## src/rtl/button_conditioner.sv

```systemverilog
// button_conditioner
//   N-channel push-button front end. Each channel synchronises its raw pin
//   into the clk_100 domain, debounces it with a consecutive-cycle counter,
//   emits one-cycle press/release pulses and optionally auto-repeats press
//   pulses while the button stays held.
//
// Ports
//   clk_100     : system clock
//   a_rst       : asynchronous active-high reset
//   s_rst       : synchronous active-high clear (same effect as a_rst)
//   btn_i       : raw asynchronous button pins, one per channel
//   repeat_en_i : per-channel auto-repeat enable (clk_100 domain)
//   level_o     : debounced pressed level
//   press_o     : one-cycle pulse on accepted press and on each repeat tick
//   release_o   : one-cycle pulse on accepted release
module button_conditioner #(
    parameter int N_BTN           = 2,
    parameter int SYNC_STAGES     = 2,
    parameter int DEBOUNCE_CYCLES = 1000000,
    parameter int REPEAT_DELAY    = 50000000,
    parameter int REPEAT_PERIOD   = 10000000,
    parameter bit ACTIVE_LOW      = 1'b0
) (
    input  logic             clk_100,
    input  logic             a_rst,
    input  logic             s_rst,
    input  logic [N_BTN-1:0] btn_i,
    input  logic [N_BTN-1:0] repeat_en_i,
    output logic [N_BTN-1:0] level_o,
    output logic [N_BTN-1:0] press_o,
    output logic [N_BTN-1:0] release_o
);

    localparam int DB_W    = $clog2(DEBOUNCE_CYCLES + 1);
    localparam int REP_MAX = (REPEAT_DELAY > REPEAT_PERIOD) ? REPEAT_DELAY : REPEAT_PERIOD;
    localparam int REP_W   = $clog2(REP_MAX + 1);

    localparam logic [DB_W-1:0]  DB_LAST  = DB_W'(DEBOUNCE_CYCLES - 1);
    localparam logic [REP_W-1:0] DLY_LAST = REP_W'(REPEAT_DELAY - 1);
    localparam logic [REP_W-1:0] PER_LAST = REP_W'(REPEAT_PERIOD - 1);

    typedef enum logic [1:0] {
        REP_IDLE   = 2'd0,
        REP_DELAY  = 2'd1,
        REP_PERIOD = 2'd2
    } rep_state_t;

    for (genvar i = 0; i < N_BTN; i++) begin : g_ch
        logic                   raw;
        logic [SYNC_STAGES-1:0] sync_p0;
        logic                   s;
        logic [DB_W-1:0]        db_cnt;
        logic [DB_W-1:0]        db_cnt_nxt;
        logic                   lvl_p1;
        logic                   press_p1;
        logic                   release_p1;
        logic                   accept;
        logic                   press_evt;
        logic                   release_evt;
        logic                   tick;
        rep_state_t             rep_state;
        rep_state_t             rep_state_nxt;
        logic [REP_W-1:0]       rep_cnt;
        logic [REP_W-1:0]       rep_cnt_nxt;

        // Polarity is normalised before the synchroniser so everything
        // downstream treats 1 as "pressed".
        assign raw = ACTIVE_LOW ? ~btn_i[i] : btn_i[i];
        assign s   = sync_p0[SYNC_STAGES-1];

        always_comb begin
            accept        = (s != lvl_p1) && (db_cnt == DB_LAST);
            press_evt     = accept && s;
            release_evt   = accept && !s;
            db_cnt_nxt    = db_cnt + 1'b1;
            rep_state_nxt = rep_state;
            rep_cnt_nxt   = rep_cnt;
            tick          = 1'b0;

            if (s == lvl_p1 || accept) begin
                db_cnt_nxt = '0;
            end

            case (rep_state)
                REP_IDLE: begin
                    // Entered on the acceptance edge, so rep_cnt is 0 in the
                    // press pulse cycle and counts cycles since it.
                    if (press_evt && repeat_en_i[i]) begin
                        rep_state_nxt = REP_DELAY;
                        rep_cnt_nxt   = '0;
                    end
                end
                REP_DELAY, REP_PERIOD: begin
                    // A release on the tick edge wins: the tick is dropped.
                    if (!repeat_en_i[i] || release_evt || !lvl_p1) begin
                        rep_state_nxt = REP_IDLE;
                        rep_cnt_nxt   = '0;
                    end else if (rep_cnt == ((rep_state == REP_DELAY) ? DLY_LAST : PER_LAST)) begin
                        tick          = 1'b1;
                        rep_state_nxt = REP_PERIOD;
                        rep_cnt_nxt   = '0;
                    end else begin
                        rep_cnt_nxt = rep_cnt + 1'b1;
                    end
                end
                default: begin
                    rep_state_nxt = REP_IDLE;
                    rep_cnt_nxt   = '0;
                end
            endcase
        end

        // ---- synchroniser / debounce / pulse / repeat registers ----
        always_ff @(posedge clk_100 or posedge a_rst) begin
            if (a_rst) begin
                sync_p0    <= '0;
                db_cnt     <= '0;
                lvl_p1     <= 1'b0;
                press_p1   <= 1'b0;
                release_p1 <= 1'b0;
                rep_state  <= REP_IDLE;
                rep_cnt    <= '0;
            end else if (s_rst) begin
                sync_p0    <= '0;
                db_cnt     <= '0;
                lvl_p1     <= 1'b0;
                press_p1   <= 1'b0;
                release_p1 <= 1'b0;
                rep_state  <= REP_IDLE;
                rep_cnt    <= '0;
            end else begin
                sync_p0    <= {sync_p0[SYNC_STAGES-2:0], raw};
                db_cnt     <= db_cnt_nxt;
                lvl_p1     <= accept ? s : lvl_p1;
                press_p1   <= press_evt || tick;
                release_p1 <= release_evt;
                rep_state  <= rep_state_nxt;
                rep_cnt    <= rep_cnt_nxt;
            end
        end

        assign level_o[i]   = lvl_p1;
        assign press_o[i]   = press_p1;
        assign release_o[i] = release_p1;
    end

endmodule
```

## config.mk

```make
export PLATFORM = sky130hd
export DESIGN_NAME = button_conditioner
export DESIGN_NICKNAME = d
export VERILOG_FILES = /design/src/rtl/button_conditioner.sv
export SDC_FILE = /design/constraint.sdc
export NUM_CORES = 1
export LEC_CHECK = 0
export ABC_CLOCK_PERIOD_IN_PS = 5900
export CAP_MARGIN = 20
export CORE_UTILIZATION = 50
export DETAILED_ROUTE_END_ITERATION = 12
export PLACE_DENSITY = 0.73
export RECOVER_POWER = 50
export SLEW_MARGIN = 20
export SYNTH_ARGS = -nofsm -noshare
export SYNTH_HDL_FRONTEND = slang
export SYNTH_SLANG_ARGS = --single-unit
export TNS_END_PERCENT = 30
```

## constraint.sdc

```tcl
create_clock -name clk_100 -period 5.9 [get_ports clk_100]
set_input_delay 1.18 -clock clk_100 [delete_from_list [all_inputs] [get_ports clk_100]]
set_output_delay 1.18 -clock clk_100 [all_outputs]
set_load 0.005 [all_outputs]
```

[After elaboration in Yosys (flattened, before gate mapping)]
Cells that the tools add are included.
Storage, ports and cells
  register bits: 106
  input bits: 7
  word-level logic and storage cells: 106
Operators by class
  add/subtract/negate cells: 4
  eq/ne operators: 16
  mux-type cells: 42
  reduce and logical (&&, ||, !) cells: 30
Operators with widths (count)
  26-bit 2-to-1 mux: 10
  26-bit case mux with 2 select lines: 2
  20-bit 2-to-1 mux: 4
  26-bit by 1-bit adder with 26-bit output (second input constant): 2
  26-bit equality test: 2
  20-bit by 1-bit adder with 20-bit output (second input constant): 2
  20-bit equality test (second input constant): 2
  2-bit 2-to-1 mux: 10
  1-bit 2-to-1 mux: 14
  1-bit logical AND: 8
  1-bit logical OR: 8
  4-bit != test (second input constant): 2
  2-bit case mux with 2 select lines: 2
  1-bit zero test: 6
  3-bit != test (second input constant): 2
  2-bit by 1-bit equality test with 1-bit output (second input constant): 2
  2-bit equality test (second input constant): 2
  2-bit zero test: 2
  2-bit AND reduction: 2
  2-bit nonzero test: 2
  2-bit OR reduction: 2
  1-bit equality test: 2
  1-bit != test: 2

[Longest topological paths before layout]
  depth in word-level cells: 9
  gate-level depth with buffers: 9

[Worst setup path before layout]
Ideal clock, no wire load.
  path kind: input port to flip-flop
  start point: input port repeat_en_i[0]
  end point: register g_ch[0].rep_cnt[14]
  setup time: 0.121 ns
  arrival: 2.400 ns
  data required time: 5.779 ns
  path slack: 3.379 ns
  cell stages on the path: 7
  buffers on the path: 2
  cells stage by stage: nand3b_1 nor4_1 a21oi_2 buf_2 clkbuf_1 a31o_2 a22o_1
On the way
  longest elaborated chain between the ends: 6
Ends and longest elaborated chain
  from (decl): RTL line 28  | input logic [N_BTN-1:0] repeat_en_i,
  1-bit zero test: RTL line 95  | if (!repeat_en_i[i] || release_evt || !lvl_p1) begin
  1-bit logical OR (2 in a row): RTL line 95
  26-bit 2-to-1 mux: RTL line 95
  26-bit case mux with 2 select lines: RTL line 84  | case (rep_state)
  26-bit 2-to-1 mux: RTL line 123  | end else if (s_rst) begin
  to (signal assigned): RTL line 138  | rep_cnt <= rep_cnt_nxt;
  to (decl): RTL line 63  | logic [REP_W-1:0] rep_cnt;
Several ways; a longest one is shown, not always the timed one.
A chain may end at the register's enable or synchronous reset.

==> results.md <==
- Violations in the final reports: design-rule violations, max-capacitance violations, max-slew violations
- Compound-cell area share of the yosys netlist: 0.1500
- Cell with the largest stage delay on the worst path: clkinvlp_2
- Simple-gate share of the synthesized area: 0.2802
- Die boundary height: 111.1 um
- Post-placement setup slack: 2.304 ns
- Warnings from Yosys: 0
- Worst IR Drop VDD: around 0.00015 V
- Synth top area share: 0.4459
- P per Cell Area: 216.4 mW/mm^2
- Final WS setup: around 1.9 ns
- Main combinational cell family by area after synthesis: simple AND/OR/NAND/NOR gates
- Max-capacitance violation count: 1
- M3 GR Usage: 0.04483
- Post-synthesis xor/xnor area fraction: 0.05448
- CTS H-tree lvls: 3
- IO buf count: 12
- Final worst clock skew: 0.008664 ns
- Share of cell area taken by muxes after synthesis: 0.006942
- Deepest clock path buffer count: 2
- Count of nets left with antenna violations after detail routing: 0
- Pint: around 1100 uW
- Cell-by-cell listing of the critical path: dlygate4sd3_1, clkinvlp_2, clkbuf_2
- Overall fraction of global-route tracks in use: 0.2243
- Post-route clock period utilization: 0.6759
- Die extent in x: around 110 um
- Switching part of the total power: 0.2402
- Unrepaired setup endpoints after global routing: no
- Clock network power share: 0.428
- Avg Cell Area, Syn: around 9.4 um^2
- Met1 usage in global routing: 0.2874
- Area growth from synthesis to final layout: 7.972%
- Site Rows: 39
- Met2 global-route usage: 0.3727
- Post-synthesis sequential element count: around 110
- Routed Wire Length: around 13000 um
- Wire length of the first global-routing pass: about 23000 um
- 1st-pass router iterations: 9
- Delay of the slowest critical-path stage: approximately 1.3 ns
- Per-cell routed wire length: roughly 17 um
- Type of element capturing the critical path: async pin
- Crit path arrival time: about 4.2 ns
- Total net switching power: 333.9 uW
- Crit-path max FO: 55
- Period minus WS final: ~4.0 ns
- Combinational fraction of design power: 0.046
- Adder and majority gate portion of the synthesized area: 0.02103
- Clk_lat worst skew: 0.35 ns
- Clock tree from TritonCTS: done
- Core box area: around 0.012 mm^2
- DRC Markers: 2
- Setup tns final: 0 ns
- Most heavily used metal layer in global routing: met2
- Clock buffers created by TritonCTS: 9
- Vias per inst: between 6 and 7
- Clock transition at the registers of the reported paths: 0.07 ns
- Max Freq: ~0.25 GHz
- Reported leakage power: 0.002489 uW
- Startpoint of the most critical setup path: a_rst
- Clock tree sinks: about 110
- Pin count of the biggest net entering global routing: 56
- Final count of negative-setup-slack endpoints: 0
- Number of pins with negative max-slew slack in the final report: 53
- Worst Hold Class: reg -> reg
- Initial antenna violation count: 0
- Critical path launch point type: input port
- Post-CTS Setup Inserts: 0
- Library cells used by synthesis: 68
- DRC violation total after the first TritonRoute iteration: ~430
- N_diodes: 0
- Result of the run: complete, but fails checks
- Quantity of hold-fixing buffers added after cts: 0
- Post-cts resize count: 0
- Syn Nets: around 650
- Number of global-route vias before repair: ~4800
- Slew at the pin closest to its max-slew limit: approximately 2.2 ns
- Headroom to the max-slew limit: -0.4944
- Gp weighted congestion: 0.8538
- Number of I/O pins: 13
- Cell type with the largest total area after synthesis: dfrtp_1
- Final hold vios: 0
- Share of synthesized area occupied by flip-flops and latches: 0.4459
- WHS: between 0.4 and 0.5 ns
- Final global-route overflow total: 0
- Beginning of the worst register-to-register path: g_ch[0].rep_state[0]
- Leading post-synthesis cells by cell area: dfrtp_1 (45%), nor2_1 (4.5%), nand3_1 (3.6%)
- Post-layout net count: 650
- Endpoint required time on the critical path: slightly above 6 ns
- Number of synthesized flops with an enable pin: 0
- Starting Density: 0.5165
- Hold path start: g_ch[0].sync_p0[0]
- Total half-perimeter wirelength after legalization and detailed placement: 8896 um
- Ratio of cells with drive above 1 in the final layout: 0.07210
- Fraction of the core area covered by cells at the end of the flow: 0.5577
- Synth Flop Type: dfrtp_1
- Buffer cell driving the clock tree root: clkbuf_16
- Cell area after synthesis: around 0.0059 mm^2
- Async set-reset flop share out of synthesis: 1.000
- Via total after detailed routing: between 4000 and 5000
- Reg power frac: 0.527
- Worst Setup Path Type: in -> async
- Die Outline Area: 0.01234 mm^2
- Mapped Cells: around 630
power by group through the flow:
stage | logic, uW | clock network (uW) | registers [uW]
floorplan | 45.5 | 0 | 745
finish | 63.6 | 594 | 732
detailed placement | 64.7 | 0 | 746
global route | 71.8 | 632 | 732
global placement | 62.9 | 0 | 746
CTS | 65.2 | 610 | 732
synth_stat cells, types with 4 or more instances:
library cell,instances
nand4_1,29
a21oi_1,13
nor4_2,4
xnor2_1,15
buf_4,7
a31o_1,7
nor4_1,9
or4_1,9
and2_1,8
nor3_1,16
nor2b_1,6
xor2_1,22
nand4bb_1,4
dfrtp_1,106
nand4b_1,4
o21ai_0,18
nand2_1,57
a32oi_1,4
and3_1,9
ha_1,10
and4_1,10
inv_1,23
o31ai_1,4
nor2_1,71
clkbuf_1,16
a22o_1,14
nand3_1,43
or3_1,5
nand2b_1,6
buf_2,5
o311ai_0,4
o22ai_1,7
a31o_2,5
a31oi_1,12
layer usage:
layer	wire, um	vias up	part of all wire
li1	-	2336	-
met1	5885	2436	0.45
met2	6394	137	0.49
met3	609	15	0.047
met4	196	0	0.015
met5	0	-	0
final cells by class:
type	instances	area [um^2]
clock buffers	10	239.0
clock inverters	6	55.05
fillers	1005	5094
inverters	23	87.58
multi-input cells	475	3047
flip-flops and latches	106	2653
well taps	143	178.9
repair buffers	18	162.7
state kept, by name, summed over array words and instances (netlist names):
name,count
g_ch.db_cnt,40
g_ch.lvl_p1,2
g_ch.press_p1,2
g_ch.release_p1,2
g_ch.rep_cnt,52
g_ch.rep_state,4
g_ch.sync_p0,4
final timing paths:
path	depth (start not counted)	slack, ns	to
worst max register to register	7	2.95	g_ch[0].rep_state[1]
min in group asynchronous	2	1.87	g_ch[1].db_cnt[3]
worst min-delay path	1	0.47	g_ch[0].sync_p0[1]
worst max-delay path	3	1.91	g_ch[0].rep_cnt[16]
worst min register to register	1	0.47	g_ch[0].sync_p0[1]
max in group clk_100	6	2.64	g_ch[1].rep_cnt[9]
stage by stage:
step / std cells / instance area, um^2 / power (uW)
global route: 781 / 6422 / 1436
CTS: 781 / 6432 / 1407
global placement: 765 / 6138 / 808.7
finish: 781 / 6422 / 1390
detailed placement: 765 / 6138 / 810.8
floorplan: 634 / 5948 / 791.0
worst max-delay path, delay by kind of cell:
family	cells	cell delay, ns
buffers and inverters	3	3.02
layout by cell type (no fill, tap or decap), types with 4 or more instances in the layout:
cell,n
ha_1,10
and4_1,10
and3_1,9
a31o_1,7
o21ai_0,18
xor2_1,22
buf_4,5
a32oi_1,4
nor4_1,9
nor3_1,16
nand4bb_1,4
nand4b_1,4
xnor2_1,15
dfrtp_1,106
o22ai_1,7
nor4_2,4
nand4_1,29
a21oi_1,12
o31ai_1,4
a31oi_1,12
clkbuf_16,9
nor2_1,71
clkdlybuf4s50_1,4
nand3_1,43
dlygate4sd3_1,8
inv_1,22
and2_1,8
or4_1,9
nand2_1,57
nor2b_1,6
or3_1,5
nand2b_1,6
o311ai_0,4
a22o_1,14
a31o_2,5
cells by family (layout without fill, tap and decap cells):
group	after synthesis	in the layout
AO/OA/AOI/OAI	119	119
XOR/XNOR	37	37
adder cells (fa/ha/maj)	10	10
buffers and inverters	53	57
flip-flops	106	106
multiplexers	4	4
AND/OR/NAND/NOR	305	305
Power figures use the tool's default switching activity.
